[src/rtl/mem_port_arbiter.sv]
// Round-robin arbiter sharing one external memory port between a data port (D)
// and an instruction-fetch port (I), with a per-access timeout.
module mem_port_arbiter #(
  parameter int DATA_W  = 32,
  parameter int CTRL_W  = 3,
  parameter int TIMEOUT = 64,
  parameter int CNT_W   = 8
) (
  input  logic              clk,
  input  logic              reset,
  input  logic              d_enable,
  input  logic              d_write_read,
  input  logic [DATA_W-1:0] d_addr,
  input  logic [DATA_W-1:0] d_wdata,
  input  logic [CTRL_W-1:0] d_ctrl,
  output logic [DATA_W-1:0] d_rdata,
  output logic              d_done,
  output logic              d_err,
  input  logic              i_enable,
  input  logic              i_write_read,
  input  logic [DATA_W-1:0] i_addr,
  input  logic [DATA_W-1:0] i_wdata,
  input  logic [CTRL_W-1:0] i_ctrl,
  output logic [DATA_W-1:0] i_rdata,
  output logic              i_done,
  output logic              i_err,
  output logic              mem_enable,
  output logic              mem_write_read,
  output logic [DATA_W-1:0] mem_addr,
  output logic [DATA_W-1:0] mem_wdata,
  output logic [CTRL_W-1:0] mem_ctrl,
  input  logic [DATA_W-1:0] mem_rdata,
  input  logic              mem_done,
  output logic              busy
);

  typedef enum logic {IDLE = 1'b0, BUSY = 1'b1} state_t;

  localparam logic             PORT_D   = 1'b0;
  localparam logic             PORT_I   = 1'b1;
  localparam logic             TMO_EN   = (TIMEOUT != 0);
  localparam logic [CNT_W-1:0] TMO_LAST = (TIMEOUT == 0) ? '0 : CNT_W'(TIMEOUT - 1);

  state_t           state_q;
  logic             gnt_q;
  logic             last_gnt_q;
  logic             issue_q;
  logic             pend_d_q;
  logic             pend_i_q;
  logic [CNT_W-1:0] cnt_q;

  logic req_d, req_i, in_busy, tmo, finish, grant_sel, gnt_is_d, gnt_is_i;

  assign req_d     = pend_d_q | d_enable;
  assign req_i     = pend_i_q | i_enable;
  assign in_busy   = (state_q == BUSY);
  assign tmo       = in_busy & ~mem_done & TMO_EN & (cnt_q == TMO_LAST);
  assign finish    = in_busy & (mem_done | tmo);
  // On a tie the port that was not served last wins; otherwise the lone requester.
  assign grant_sel = (req_d & req_i) ? ~last_gnt_q : req_i;
  assign gnt_is_d  = in_busy & (gnt_q == PORT_D);
  assign gnt_is_i  = in_busy & (gnt_q == PORT_I);

  always_ff @(posedge clk or posedge reset) begin
    if (reset) begin
      state_q    <= IDLE;
      gnt_q      <= PORT_D;
      last_gnt_q <= PORT_I;
      issue_q    <= 1'b0;
      pend_d_q   <= 1'b0;
      pend_i_q   <= 1'b0;
      cnt_q      <= '0;
    end else begin
      case (state_q)
        IDLE: begin
          if (req_d | req_i) begin
            state_q  <= BUSY;
            gnt_q    <= grant_sel;
            issue_q  <= 1'b1;
            cnt_q    <= '0;
            // The granted request is now carried by gnt_q; the loser stays pending.
            pend_d_q <= req_d & (grant_sel != PORT_D);
            pend_i_q <= req_i & (grant_sel != PORT_I);
          end
        end
        BUSY: begin
          issue_q <= 1'b0;
          if (gnt_q == PORT_D) pend_i_q <= pend_i_q | i_enable;
          else                 pend_d_q <= pend_d_q | d_enable;
          if (finish) begin
            state_q    <= IDLE;
            last_gnt_q <= gnt_q;
          end else if (cnt_q != '1) begin
            cnt_q <= cnt_q + 1'b1;
          end
        end
        default: state_q <= IDLE;
      endcase
    end
  end

  always_comb begin
    mem_write_read = 1'b0;
    mem_addr       = '0;
    mem_wdata      = '0;
    mem_ctrl       = '0;
    if (gnt_is_d) begin
      mem_write_read = d_write_read;
      mem_addr       = d_addr;
      mem_wdata      = d_wdata;
      mem_ctrl       = d_ctrl;
    end else if (gnt_is_i) begin
      mem_write_read = i_write_read;
      mem_addr       = i_addr;
      mem_wdata      = i_wdata;
      mem_ctrl       = i_ctrl;
    end
  end

  assign mem_enable = in_busy & issue_q;
  assign busy       = in_busy;

  assign d_done  = finish & gnt_is_d;
  assign d_err   = tmo & gnt_is_d;
  assign d_rdata = (gnt_is_d & mem_done) ? mem_rdata : '0;
  assign i_done  = finish & gnt_is_i;
  assign i_err   = tmo & gnt_is_i;
  assign i_rdata = (gnt_is_i & mem_done) ? mem_rdata : '0;

endmodule

[config.mk]
export PLATFORM = sky130hd
export DESIGN_NAME = mem_port_arbiter
export DESIGN_NICKNAME = d
export VERILOG_FILES = /design/src/rtl/mem_port_arbiter.sv
export SDC_FILE = /design/constraint.sdc
export NUM_CORES = 1
export LEC_CHECK = 0
export BUFFER_PORTS_ARGS = -buffer_cell sky130_fd_sc_hd__buf_4
export CAP_MARGIN = 10
export CORE_AREA = 2 2 121 123
export DETAILED_ROUTE_END_ITERATION = 8
export DIE_AREA = 0 0 123 125
export PLACE_DENSITY = 0.6
export SYNTH_ARGS = -nofsm -noshare
export SYNTH_HDL_FRONTEND = slang
export SYNTH_SLANG_ARGS = --single-unit
[constraint.sdc]
create_clock -name clk -period 2 [get_ports clk]
set_input_delay 0.3 -clock clk [delete_from_list [all_inputs] [get_ports clk]]
set_output_delay 0.3 -clock clk [all_outputs]
set_load 0.01 [all_outputs]
==> key figures <==
Floorplan
  • IO Count: 311
  • Initial Utilization: 0.168
  • Die extent in y: 125 µm
  • Row Count: 44
  • Die area: 15400 µm²
  • Die width: 123 µm
  • Placeable Area: 14200 µm²

Yosys
  • Yosys Warn Count: 0
  • Async set-reset flop share out of synthesis: 1.00
  • Mapped Avg Cell Area: 7.67 µm²
  • Synth top cells by count: nor2b_1, mux2i_1, and2_1, clkbuf_1
  • Count leader, synth: nor2b_1
  • Synth Flop Type: dfrtp_1
  • Register bit count reported by yosys: 14
  • Post-Synthesis Net Count: 486
  • Area leader, netlist: mux2i_1
  • Synth area leaders: mux2i_1, nor2b_1, and2_1, dfrtp_1, clkbuf_1
  • Syn Inst Count: 312
  • Count of cell types in the netlist: 31
  • Syn Std Cell Area: 2390 µm²
  • Sequential fraction of the synthesis area: 0.147
  • Number of flops mapped to enable cells by yosys: 0
  • Top cell type's share of synthesized area: 0.289

Drt
  • DR vias: 3260
  • DR pass1 iterations: 4
  • DRT Wirelength: 11.4 mm
  • Drt wl/cell: 14.4 µm
  • Drc violations: 0
  • Routed Antenna Nets: 0
  • DRT iter0 DRCs: 111
  • Vias per inst: 4.11

Timing
  • Worst slew margin: 0.616
  • Post-route setup TNS: 0 ns
  • Clock Skews: 0.00421 ns
  • Hold Fails Final Rpt: 0
  • Hold slack: 0.119 ns
  • Final Max Slew Viols: 0
  • Final setup fails: 0
  • Worst-margin pin slew: 0.575 ns
  • Final min period: 1.92 ns
  • F_max: 0.522 GHz
  • Final WS setup: 0.0847 ns
  • Period utilisation layout: 0.958

Clocking
  • Clock transition at the registers of the reported paths: 0.05 ns
  • Post-CTS Hold Fix Bufs: 0
  • Htree depth: 1
  • CTS Buffer Depth: 2
  • CTS tree: done
  • Clk_lat worst skew: 0.24 ns
  • CTS buffer count: 3
  • Clk root buf: clkbuf_16
  • Sink Count: 14

Pwr
  • Cell leakage power: 2.67 nW
  • Max VDD drop: 0.372 mV
  • Overall power: 3.99 mW
  • Pwr dens: 789 nW/µm²

Global routing
  • Overflow after GRT: 0
  • Maximum number of pins on one net before global-route repair: 89
  • First-pass GRT wire length: 16.7 mm
  • Initial antenna violation count: 0
  • Number of global-route vias before repair: 3142
  • Total GRT Usage: 0.135

Setup path
  • Critical path required time: 1.70 ns
  • Type of origin of the critical path: register
  • Critical path arrival: 1.62 ns
  • Crit path max fanout: 5
  • CP Capture Type: primary output
  • Crit Path Category: reg2out

Outcome
  • Outcome: complete, no violations

Cells and area
  • Sequential Area: 359 µm²
  • Ant diodes: 0
  • Final net count: 785
  • Footprint of the multi-input gates: 1940 µm²
  • Filler cell count: 1478
  • Final core utilization: 0.356
  • P&R area growth vs syn: 111%
  • Final non-filler cell area: 5060 µm²
  • Share of cells above drive strength 1: 0.548
  • Fin cells: 794

Placed design
  • Worst slack, placed: 0.167 ns
  • GPL Wtd Cong: 0.843
  • Dpl hpwl: 9.68 mm
  • I/O Buffers: 310
  • Placed standard-cell area: 4930 µm²
  • Placed Instances: 789

Flow run
  • Max Cap Violations: 0

Worst hold path
  • Hold Crit Class: in2async
-- cells by family after synthesis --
kind of cell	count (synthesis)	synth area share
adders and majority gates	1	0.00523
DFF	14	0.147
buffers and inverters	30	0.0518
AOI/OAI and AO/OA	23	0.0654
muxes	71	0.300
and+or+nand+nor	172	0.427
xor gates and xnor gates	1	0.00366
-- critical path, stage by stage (launching register included) --
cell and delay [ns]:
dfrtp_2 0.45, ha_4 0.18, and3_4 0.16, a41oi_2 0.22
nor2b_2 0.07, and2_1 0.15, buf_4 0.14
-- cells in the final DEF, fill, tap and decap left out, types with 2 or more instances in the layout --
| master | instances |
|---|---|
| and2_1 | 66 |
| a41oi_1 | 2 |
| inv_1 | 6 |
| nand3_1 | 4 |
| a21oi_1 | 5 |
| o21ai_0 | 6 |
| clkbuf_16 | 3 |
| dfrtp_2 | 3 |
| nor3_1 | 4 |
| nand2_1 | 7 |
| buf_6 | 3 |
| buf_4 | 313 |
| buf_12 | 2 |
| nor2_1 | 13 |
| a31oi_1 | 4 |
| nor2b_1 | 70 |
| dfrtp_1 | 9 |
| mux2i_1 | 69 |
-- flip-flops by register name, summed over array words and instances, names as in the netlist --
register,flops
cnt_q,8
busy,1
gnt_q,1
issue_q,1
last_gnt_q,1
pend_d_q,1
pend_i_q,1
-- path summary, 6_finish.rpt --
kind                           from  slack (ns)       end  depth (start not counted)
max                        cnt_q[0]        0.08    i_done                          6
min                           reset        0.12  cnt_q[5]                          2
max reg2reg                cnt_q[0]        0.36  cnt_q[3]                          5
min reg2reg                pend_d_q        0.51  pend_d_q                          2
max in group asynchronous     reset        1.45     gnt_q                          2
min in group clk           i_enable        0.33  pend_i_q                          3
-- power by group --
| part | switching (mW) | internal [mW] |
|---|---|---|
| Sequential | 0.120 | 0.393 |
| Clock | 0.116 | 0.270 |
| Combinational | 1.42 | 1.67 |
| Total | 1.66 | 2.33 |
-- per-layer routing --
layer	wire (µm)	GRT usage	vias up
met3	1330	0.0433	18
met1	4210	0.155	1444
met4	246	0.0368	0
met2	5630	0.239	161
met5	0	0	-
li1	-	-	1637
-- layout make-up --
| class | instances | share of cell area |
|---|---|---|
| multi-input combinational | 268 | 0.384 |
| timing repair buffer | 318 | 0.479 |
| clock buffer | 4 | 0.0156 |
| inverter | 6 | 0.00445 |
| sequential | 14 | 0.0710 |
| tap | 184 | 0.0455 |
-- repair_timing --
item | in CTS | in global routing
gates resized for setup | 5 | 6
endpoints found under the setup margin | 33 | 28
buffers inserted | 0 | 1
endpoints found under the hold margin | 0 | 0
pin swaps | 0 | 0
No activity file was read; power rests on OpenSTA's default activity.
